**src/rtl/mps_sequencer.sv**
```systemverilog
// mps_sequencer: walks each instruction FETCH/DECODE/EXECUTE/[MEMORY]/WRITEBACK, one stage per cycle.
// Latency: 4 cycles for non-memory instructions, 5+N for memory ones (N = not-ready MEMORY cycles).
// Backpressure: MEMORY holds dmem_req until dmem_ready; MEM_TIMEOUT consecutive waits fault.
// Optional single-step/halt support is compiled in with `define MPS_SEQ_STEP_EN.
module mps_sequencer #(
  parameter int MEM_TIMEOUT   = 16,
  parameter int RETIRED_WIDTH = 16
) (
  input  logic                     clock,
  input  logic                     nreset,
  input  logic                     mem_read,
  input  logic                     mem_write,
  input  logic                     reg_d_enable,
  input  logic                     dmem_ready,
`ifdef MPS_SEQ_STEP_EN
  input  logic                     halt_req,
  input  logic                     step,
`endif
  output logic [2:0]               state,
  output logic                     ir_load,
  output logic                     alu_latch,
  output logic                     dmem_req,
  output logic                     dmem_wenable,
  output logic                     rf_write,
  output logic                     pc_enable,
  output logic                     retired,
  output logic [RETIRED_WIDTH-1:0] retired_count,
  output logic                     halted,
  output logic                     fault
);

  typedef enum logic [2:0] {
    S_IDLE      = 3'd0,
    S_FETCH     = 3'd1,
    S_DECODE    = 3'd2,
    S_EXECUTE   = 3'd3,
    S_MEMORY    = 3'd4,
    S_WRITEBACK = 3'd5,
    S_HALTED    = 3'd6,
    S_FAULT     = 3'd7
  } state_t;

  // Wait counter only needs to reach MEM_TIMEOUT-1; the timeout fires when a
  // further not-ready cycle would make it MEM_TIMEOUT.
  localparam int WW = (MEM_TIMEOUT < 2) ? 1 : $clog2(MEM_TIMEOUT + 1);
  localparam bit TO_EN = (MEM_TIMEOUT != 0);
  localparam logic [WW-1:0] TO_LAST = WW'((MEM_TIMEOUT == 0) ? 0 : MEM_TIMEOUT - 1);

  state_t                   r_state;
  logic                     r_f_rd;
  logic                     r_f_wr;
  logic                     r_f_rdst;
  logic [WW-1:0]            r_wait;
  logic [RETIRED_WIDTH-1:0] r_retired_count;

  // Stage sequencing, decode flag capture, memory wait tracking and retire counting.
  always_ff @(posedge clock) begin
    if (!nreset) begin
      r_state         <= S_IDLE;
      r_f_rd          <= 1'b0;
      r_f_wr          <= 1'b0;
      r_f_rdst        <= 1'b0;
      r_wait          <= '0;
      r_retired_count <= '0;
    end else begin
      case (r_state)
        S_IDLE:  r_state <= S_FETCH;
        S_FETCH: r_state <= S_DECODE;
        S_DECODE: begin
          r_f_rd   <= mem_read;
          r_f_wr   <= mem_write;
          r_f_rdst <= reg_d_enable;
          // A simultaneous load and store is not a legal instruction.
          if (mem_read && mem_write) r_state <= S_FAULT;
          else                       r_state <= S_EXECUTE;
        end
        S_EXECUTE: begin
          r_wait <= '0;
          if (r_f_rd || r_f_wr) r_state <= S_MEMORY;
          else                  r_state <= S_WRITEBACK;
        end
        S_MEMORY: begin
          // Ready on the final allowed cycle still completes normally.
          if (dmem_ready)                        r_state <= S_WRITEBACK;
          else if (TO_EN && (r_wait == TO_LAST)) r_state <= S_FAULT;
          else                                   r_wait  <= r_wait + 1'b1;
        end
        S_WRITEBACK: begin
          r_retired_count <= r_retired_count + 1'b1;
`ifdef MPS_SEQ_STEP_EN
          if (halt_req) r_state <= S_HALTED;
          else          r_state <= S_FETCH;
`else
          r_state <= S_FETCH;
`endif
        end
        S_HALTED: begin
`ifdef MPS_SEQ_STEP_EN
          if (step) r_state <= S_FETCH;
`else
          // HALTED has no way out without step support; treat entry as corruption.
          r_state <= S_FAULT;
`endif
        end
        S_FAULT: r_state <= S_FAULT;
        default: r_state <= S_FAULT;
      endcase
    end
  end

  // Strobes are pure decodes of the registered state and captured flags.
  assign state         = r_state;
  assign ir_load       = (r_state == S_FETCH);
  assign alu_latch     = (r_state == S_EXECUTE);
  assign dmem_req      = (r_state == S_MEMORY);
  assign dmem_wenable  = (r_state == S_MEMORY) && r_f_wr;
  assign rf_write      = (r_state == S_WRITEBACK) && r_f_rdst;
  assign pc_enable     = (r_state == S_WRITEBACK);
  assign retired       = (r_state == S_WRITEBACK);
  assign retired_count = r_retired_count;
  assign fault         = (r_state == S_FAULT);
`ifdef MPS_SEQ_STEP_EN
  assign halted        = (r_state == S_HALTED);
`else
  assign halted        = 1'b0;
`endif

endmodule

```
**config.mk**
```make
export PLATFORM = sky130hd
export DESIGN_NAME = mps_sequencer
export DESIGN_NICKNAME = d
export VERILOG_FILES = /design/src/rtl/mps_sequencer.sv
export SDC_FILE = /design/constraint.sdc
export NUM_CORES = 1
export LEC_CHECK = 0
export ABC_AREA = 1
export CAP_MARGIN = 0
export CORE_MARGIN = 3
export CORE_UTILIZATION = 45
export DETAILED_ROUTE_END_ITERATION = 10
export DONT_BUFFER_PORTS = 1
export SLEW_MARGIN = 20
export SYNTH_ARGS = -nofsm -noshare
export SYNTH_HDL_FRONTEND = slang
export SYNTH_SLANG_ARGS = --single-unit
export TNS_END_PERCENT = 20
```
**constraint.sdc**
```tcl
create_clock -name clock -period 1.6 [get_ports clock]
set_input_delay 0.32 -clock clock [delete_from_list [all_inputs] [get_ports clock]]
set_output_delay 0.32 -clock clock [all_outputs]
set_load 0.05 [all_outputs]
```
Word-level counts from Yosys, hierarchy flattened
Index checks and enable logic that the tools add are counted. Widths: inputs -> output; s select.

Add/subtract/negate cells: 2. Equality and inequality tests: 11. Muxes and demuxes: 8. Reduce and logical (&&, ||, !) cells: 9.

Operator list (count): $pmux 3 s6 (1); $add 16x1->16 const B (1); $eq 3x3->1 const B (4); $mux 5 (2); $pmux 5 s2 (1); $mux 3 (3); $eq 3x2->1 const B (2); $add 5x1->5 const B (1); $eq 5x4->1 const B (1); $ne 2x2->1 const B (2); $reduce_or 2->1 (2); $eq 3x1->1 const B (1); $logic_and 1x1->1 (3); $logic_not 3->1 (1); $ne 3x2->1 const B (1); $reduce_and 3->1 (1); $reduce_bool 2->1 (1); $logic_or 1x1->1 (1); $mux 1 (1).

Bits in registers: 27. Input bits: 6. Output and inout bits: 28. Logic and storage cells: 36.

Depth between registers and ports, before layout
Gate-level depths: netlist (run 1).

Depth in word-level cells: 4. Gate-level depth with buffers: 9.

Worst setup path before layout (run 1)
No wires, ideal clock.

Path kind: register to output. From: register r_state[2], in the netlist state[2]. To: output port dmem_wenable. Data arrival time: 1.719 ns. Setup slack: -0.439 ns. Cell stages (with the launch flop): 3. Path buffers: 0. Path through: dfxtp_1 nand3_1 nor2_1.

Longest elaborated chain between the ends: 2.

Ends and longest elaborated chain: start, declared (RTL line 49) `state_t r_state;`; start signal, assigned (RTL line 59) `r_state <= S_IDLE;`; start signal, assigned (RTL line 67) `S_IDLE: r_state <= S_FETCH;`; start signal, assigned (RTL line 68) `S_FETCH: r_state <= S_DECODE;`; $eq 3x3->1 (RTL line 116) `assign dmem_wenable = (r_state == S_MEMORY) && r_f_wr;`; $logic_and 1x1->1 (RTL line 116); end, declared (RTL line 23) `output logic dmem_wenable,`.

No other way between the ends.

Final worst setup path (run 1)
From: register r_state[1], in the netlist state[1]. To: output port retired.

Longest elaborated chain between the ends: 1.

Ends and longest elaborated chain: $eq 3x3->1; end, declared (RTL line 26) `output logic retired,`.

No other way between the ends.

==> results of run 1 <==
area by class of cell:
class / instances / area, µm²
fillers: 269 / 1060
clock buffers: 3 / 22.5
well taps: 31 / 38.8
multi-input cells: 141 / 748
repair buffers: 30 / 304
inverters: 30 / 121
flip-flops and latches: 27 / 552
clock inverters: 1 / 5.00
layer usage:
layer	up-vias	share of wire (%)	global-route usage [%]
met4	0	0.65	6.36
li1	702	-	-
met3	2	4.1	3.98
met1	599	47	22.9
met5	-	0	0
met2	24	49	28.8
state kept, by name, summed over array words and instances, names as in the netlist:
register,cells
r_f_rd,1
retired_count,16
state,3
r_wait,5
r_f_wr,1
r_f_rdst,1
worst min-delay path by stage:
stage                 from                end  slack, ns
floorplan           r_f_rd             r_f_rd       0.44
global placement    nreset  retired_count[10]       0.44
detailed placement  nreset  retired_count[10]       0.45
CTS                 nreset  retired_count[10]       0.07
global route        nreset  retired_count[10]       0.05
finish              nreset  retired_count[10]       0.09
cells in the mapped netlist (all sizes together):
cell type  count
o21a           2
a31oi          1
conb           1
o21bai         1
nand2         45
buf            3
nor3           1
o21ai          8
a211oi         1
nand4          4
a21oi         18
a22oi          1
xor2           1
dfxtp         27
nor2          37
clkinv         1
nand3         16
nor3b          1
inv           29
ha             3
cell usage in the layout (no fill, tap or decap), types with 2 or more instances in the layout:
cell / netlist / layout
a21oi_1: 18 / 18
buf_12: 0 / 6
buf_4: 3 / 23
clkbuf_4: 0 / 3
dfxtp_1: 27 / 24
dfxtp_4: 0 / 3
ha_1: 3 / 3
inv_1: 27 / 26
nand2_1: 42 / 41
nand2_2: 3 / 4
nand3_1: 14 / 13
nand3_4: 2 / 3
nand4_1: 3 / 3
nor2_1: 33 / 29
nor2_2: 1 / 3
nor2_4: 3 / 5
o21a_1: 2 / 2
o21ai_0: 7 / 7
what timing repair did:
item	in CTS	in global routing
hold buffers	0	0
gates cloned	0	0
buffers inserted	4	2
setup endpoints to repair	8	10
resized for setup	6	3
pin swaps	1	2
worst max-delay path, stage by stage (launching register included):
cell,delay (ns)
dfxtp_4,0.54
inv_6,0.07
nand3_4,0.10
clkinvlp_4,0.12
buf_12,0.17
where the power goes:
part	switching (W)	internal, W	total, W
Clock	0.000203	0.0000937	0.000297
Sequential	0.0000591	0.000700	0.000759
Combinational	0.000177	0.000108	0.000285
Total	0.000439	0.000902	0.00134
metrics by stage:
step / hold slack (ns) / setup WS (ns)
4_1_cts: 0.0658 / -0.0524
3_5_place_dp: 0.447 / 0.173
2_1_floorplan: 0.441 / 0.0188
6_report: 0.0914 / -0.0551
3_3_place_gp: 0.443 / 0.229
5_1_grt: 0.0492 / -0.126
cells by family (layout without fill, tap and decap cells):
logic type,Yosys count,in the layout,synth area share [%]
flip-flops,27,27,38.9
other,1,1,0.270
AND/OR/NAND/NOR,104,104,35.2
XOR/XNOR,1,1,0.631
adder cells (fa/ha/maj),3,3,2.70
buffers and inverters,33,64,9.73
AO/OA/AOI/OAI,32,32,12.5
==> impl_metrics.yaml, run 1 <==
routing:
  post_drt_via_cell_ratio: 5.05
  drtIter0Drc: 61
  vias: 1327
  first_pass_iters: 6
  routed_wl_um: 3080
  routedWlPerCell_um: 11.7
  ant_nets: 0
  drc: 0
place:
  dp.cells: 253
  place_congestion: 0.775
  dp_hpwl_um: 2290
  placed_area_mm2: 0.00169
  port_buffers: 0
critical_path:
  endpoint: "retired"
  cp-start-kind: "register"
  rr_startpoint: "state[1]"
  end_kind: "primary output"
  cp-startpoint: "state[1]"
  worstPathRequired_ns: 1.28
  cp_max_fo: 6
  r2r_end: "r_f_rdst"
  critPathArrivalTime_ns: 1.34
  rr_worst_depth: 7
  setup.worst_path.class: "reg -> out"
  ff2ff_setup_slack_ns: 0.01
timing:
  finalCriticalPeriod_ns: 1.66
  fin_skew_ns: 0.00245
  fin_ws_ns: -0.0551
  slew_violations: 0
  tightest_slew_ns: 0.505
  max_freq_mhz: 604
  slew_headroom_pct: 66.3
  hold_violations: 0
  fin_crit_sh_pct: 103
  setup_viol: 5
  rsz0062_at_grt: "yes"
  fin_tns_setup_ns: -0.188
layout:
  fin_util_pct: 62.8
  diodes: 0
  area_growth_syn_to_layout_pct: 29.0
  finalInstanceArea_mm2: 0.00179
  fin_cells: 263
  drive_gt1_share_pct: 24.1
  nets: 242
hold_path:
  hp-class: "in -> reg"
  hold_depth: 2
synth:
  netlist_area_mm2: 0.00139
  seq_area_frac_synth_pct: 38.9
  synth_warnings: 0
  synth_cell_types: 27
  yosysTopAreaCell: "dfxtp_1"
  synth_nets: 210
  synth_area_leaders: "dfxtp_1, nand2_1, nor2_1"
  synth.avg_cell_area_um2: 6.91
  synth_seq_cells: 27
  syn_inst: 201
  synth.top_cell.area_share_pct: 38.9
cts:
  clk_pin_slew_ns: 0.15
  tritoncts: "yes"
  cts_buffers: 3
  cts_root_buffer: "clkbuf_4"
  clock_latency_ns: 0.32
  cts_num_sinks: 27
  htreeDepth: 1
  cts_buffer_depth: 2
grt:
  first_global_vias: 1165
  antenna_found_initial: 0
  grt_overflow: 0
  grt_start_max_net_pins: 18
  grtUsageTotal_pct: 17.7
  grt_pass1_wl_um: 5020
floorplanning:
  coreArea_mm2: 0.00285
  dieArea_mm2: 0.00379
  die_w_um: 61.6
  die_y_um: 61.6
  ios: 34
  initial_core_util_pct: 48.7
  num_rows: 19
job:
  maxCapViolCount: 0
pwr:
  vdd_drop_max_mv: 0.433
  p_per_area_mw_per_mm2: 748
  power_w: 0.00134
  leakage_nw: 0.732
status:
  status: "finished with violations"
  violations: "negative setup slack"
(Power assumes the default switching activity.)
==> inputs of run 2 (changes only) <==
Settings changed: REMOVE_ABC_BUFFERS set to 1.
==> run 2 against run 1 <==
Effect of this change:
- the run now ends clean
- routed wire length is 0.36% higher
- combinational power shrank 7.7%
- clock skew grew 0.0020 ns
- clock-buffer cell count is 1 higher
- worst setup slack improved by 0.094 ns
- clock power shrank 2%
==> impl_metrics.yaml, run 2 (synthesis gave the netlist of run 1 again) <==
routing:
  routed_wl_um: 3090
  drtIter0Drc: 41
  vias: 1340
  first_pass_iters: 4
  post_drt_via_cell_ratio: 5.15
  drc: 0
  routedWlPerCell_um: 11.9
  ant_nets: 0
critical_path:
  critPathArrivalTime_ns: 1.24
  worstPathRequired_ns: 1.28
  end_kind: "primary output"
  ff2ff_setup_slack_ns: 0.17
  critical_path_buf_inv_count: 2
  setup.worst_path.class: "reg -> out"
  cp-start-kind: "register"
  r2r_end: "r_wait[1]"
  path_cells: "inv_1 > nand2_2 > nor2_4 > buf_8"
  crit_slowest_cell: "dfxtp_4"
  rr_worst_depth: 9
  cp_max_fo: 7
  critPathTopFamily: "flip-flops"
  rr_startpoint: "r_wait[1]"
  cpPeakStageDelay_ns: 0.40
grt:
  grtUsageMet3_pct: 3.98
  use_met1_pct: 22.1
  antenna_found_initial: 0
  first_global_vias: 1165
  grt_overflow: 0
  grt_start_max_net_pins: 18
  grtUsageMet2_pct: 28.6
  grt_pass1_wl_um: 4910
  grt.busiest_layer: "met2"
  grtUsageTotal_pct: 17.2
floorplanning:
  die_y_um: 61.6
  die_w_um: 61.6
  ios: 34
  num_rows: 19
  coreArea_mm2: 0.00285
  initial_core_util_pct: 48.7
  dieArea_mm2: 0.00379
timing:
  setup_viol: 0
  fin_crit_sh_pct: 97.6
  hold_violations: 0
  rsz0062_at_grt: "yes"
  whs_ns: 0.0977
  max_freq_mhz: 640
  fin_skew_ns: 0.00441
  finalCriticalPeriod_ns: 1.56
  fin_tns_setup_ns: 0
  fin_ws_ns: 0.0384
  slew_violations: 0
layout:
  nets: 239
  drive_gt1_share_pct: 21.4
  diodes: 0
  final_common_cell: "nand2_1"
  nFillCells: 274
  finalInstanceArea_mm2: 0.00171
  final_cell_mix: "nand2_1, nor2_1, inv_1, dfxtp_1, buf_4"
  area_growth_syn_to_layout_pct: 23.2
  largest_register_ffs: 16
cts:
  htreeDepth: 1
  cts_buffer_depth: 2
  clk_pin_slew_ns: 0.14
  cts_buffers: 3
  clock_latency_ns: 0.32
  cts_root_buffer: "clkbuf_4"
  tritoncts: "yes"
  cts_num_sinks: 27
place:
  place_congestion: 0.773
  port_buffers: 0
  placed_area_mm2: 0.00161
  pre_cts_ws_ns: 0.188
  dp_hpwl_um: 2370
hold_path:
  hold_depth: 2
  hp-class: "in -> reg"
  holdPathEnd: "retired_count[15]"
  hp-start: "nreset"
pwr:
  p_per_area_mw_per_mm2: 756
  leakage_nw: 0.717
  vdd_drop_max_mv: 0.455
status:
  status: "finished clean"
job:
  maxCapViolCount: 0
## run 2: worst max path at each step
stage	from	to	slack, ns	cells after the start
final	state[0]	dmem_req	0.04	4
after CTS	state[1]	alu_latch	-0.006	3
after global routing	state[0]	dmem_req	-0.04	4
after global placement	r_wait[1]	r_wait[1]	0.21	9
after detailed placement	r_wait[0]	r_wait[1]	0.19	9
after floorplan	state[2]	dmem_wenable	-0.44	2
## run 2: where the power goes
part           switching [W]  internal [W]
Clock               0.000194     0.0000975
Combinational       0.000181     0.0000817
Sequential         0.0000377      0.000700
Total               0.000413      0.000879
## run 2: timing repair
item	in CTS	in global routing
buffers inserted	0	1
cloned	0	0
gates resized for setup	7	13
pin swaps	0	1
setup endpoints to repair	8	8
hold buffers	0	0
## run 2: per-stage QoR
stage	instances	util (%)	total power [W]
detailed placement	255	56.5	0.000984
floorplan	198	-	0.000922
global placement	255	56.5	0.000979
global route	260	60.0	0.00137
finish	260	60.0	0.00129
CTS	259	58.1	0.00128
## run 2: final cells by class
class	count	area [µm²]	share of cell area, %
sequential	27	553	32.3
tap	31	38.8	2.27
timing repair buffer	27	241	14.1
multi-input combinational	141	736	43.0
inverter	30	115	6.73
clock buffer	4	26.3	1.54
## run 2: layer usage
metal  up-vias  part of all wire, %  wire (µm)
li1        699                    -          -
met1       603                   47       1440
met2        34                   46       1430
met3         4                  5.6        173
met4         0                  1.3         40
met5         -                    0          0
==> inputs of run 3 (changes only) <==
Settings changed: CORE_UTILIZATION 45 to 56, PLACE_DENSITY set to 0.71.
==> run 3 against run 2 <==
Effect of this change:
- first-iteration DRC count shrank 2.4%
- cell count fell by 1.5%
- the run now ends with negative setup slack left
- final area decreased by 1.0%
- non-clock buffer count fell by 1
- clock skew up 0.0081 ns
==> impl_metrics.yaml, run 3 (synthesis gave the netlist of run 1 again) <==
status:
  status: "finished with violations"
  violations: "negative setup slack"
cts:
  clk_pin_slew_ns: 0.15
  htreeDepth: 1
  cts_num_sinks: 27
  cts_buffers: 3
  tritoncts: "yes"
  cts_buffer_depth: 2
  cts_root_buffer: "clkbuf_4"
  hold_buffers: 0
  clock_latency_ns: 0.33
layout:
  seqCellArea_um2: 554
  final_common_cell: "nand2_1"
  largest_register_ffs: 16
  multiInputGateArea_um2: 736
  fin_util_pct: 74.4
  area_growth_syn_to_layout_pct: 21.9
  drive_gt1_share_pct: 22.4
  nets: 238
  finalInstanceArea_mm2: 0.00169
  diodes: 0
  final_cell_mix: "nand2_1, nor2_1, inv_1, dfxtp_1, buf_4"
  fin_cells: 256
  nFillCells: 187
timing:
  fin_skew_ns: 0.0125
  max_freq_mhz: 616
  slew_headroom_pct: 66.7
  fin_ws_ns: -0.0232
  setup_viol: 1
  fin_tns_setup_ns: -0.0232
  slew_violations: 0
  hold_violations: 0
  rsz0062_at_grt: "yes"
  fin_crit_sh_pct: 101
  finalCriticalPeriod_ns: 1.62
  tightest_slew_ns: 0.498
critical_path:
  cp-start-kind: "register"
  setup.worst_path.class: "reg -> out"
  crit_slowest_cell: "dfxtp_4"
  cp_max_fo: 8
  cpPeakStageDelay_ns: 0.42
  worstPathRequired_ns: 1.28
  critPathArrivalTime_ns: 1.30
  path_cells: "inv_1 > nand2_1 > nor2_1 > buf_4"
  end_kind: "primary output"
grt:
  grt_start_max_net_pins: 18
  grt_overflow: 0
  antenna_found_initial: 0
  grt_pass1_wl_um: 5210
  first_global_vias: 1228
  grtUsageTotal_pct: 20.1
routing:
  drc: 0
  routedWlPerCell_um: 12.3
  routed_wl_um: 3140
  highest_layer: "met4"
  vias: 1371
  met3_wirelength_um: 185
  met1_length_um: 1370
  post_drt_via_cell_ratio: 5.36
  ant_nets: 0
  first_pass_iters: 5
  wl_met2_um: 1570
  drtIter0Drc: 40
job:
  maxCapViolCount: 0
floorplanning:
  dieArea_mm2: 0.00311
  num_rows: 17
  ios: 34
  die_y_um: 55.8
  initial_core_util_pct: 61.0
  die_w_um: 55.8
  coreArea_mm2: 0.00228
place:
  place_congestion: 0.782
  dp.cells: 251
  placed_area_mm2: 0.00160
  port_buffers: 0
  dp_hpwl_um: 2290
pwr:
  p_per_area_mw_per_mm2: 772
  vdd_drop_max_mv: 0.581
  leakage_nw: 0.707
hold_path:
  hp-class: "in -> reg"
[run 3: cell count changes in the layout (fill, tap and decap cells not counted), sizes merged]
cell / delta
buf: -1
[run 3: report_power, final]
group | switching [W] | total, W | internal (W)
logic | 0.000185 | 0.000263 | 0.0000780
clock network | 0.000206 | 0.000304 | 0.0000977
registers | 0.0000399 | 0.000741 | 0.000701
total | 0.000430 | 0.00131 | 0.000877
[run 3: final timing paths]
kind,slack (ns),from,cells after the start,end
worst max-delay path,-0.02,state[2],4,ir_load
worst min-delay path,0.08,nreset,2,retired_count[10]
worst max register to register,0.10,r_wait[1],9,r_wait[1]
worst min register to register,0.48,r_f_rdst,2,r_f_rdst
[run 3: layer usage]
| metal | global-route usage (%) | vias up |
|---|---|---|
| met5 | 0 | - |
| met4 | 6.94 | 0 |
| met3 | 3.94 | 2 |
| met2 | 33.6 | 42 |
| met1 | 25.8 | 631 |
| li1 | - | 696 |
[run 3: metrics by stage]
step | hold WS [ns] | setup WS, ns | power (W)
after floorplan | 0.429 | -0.439 | 0.000922
after global placement | 0.443 | 0.217 | 0.000977
after detailed placement | 0.447 | 0.126 | 0.000986
after CTS | 0.0840 | -0.0114 | 0.00129
after global routing | 0.0770 | -0.0838 | 0.00136
final | 0.0844 | -0.0232 | 0.00131
[run 3: layout make-up]
type	instances	share of cell area, %
Timing Repair Buffer	26	13.4
Tap cell	28	2.07
Sequential cell	27	32.7
Multi-Input combinational cell	141	43.5
Inverter	30	6.80
Clock buffer	4	1.55
[run 3: worst max-delay path: cells and delay by family, from the launching register on]
kind	cells	cell delay [ns]
buffers and inverters	2	0.32
DFF	1	0.42
and+or+nand+nor	2	0.23
[run 3: what timing repair did]
| item | in CTS | in global routing |
|---|---|---|
| hold endpoints to repair | 0 | 0 |
| setup buffers | 0 | 1 |
| endpoints found under the setup margin | 8 | 9 |
| gates resized for setup | 8 | 13 |
| cloned | 0 | 0 |
| pin swaps | 0 | 1 |
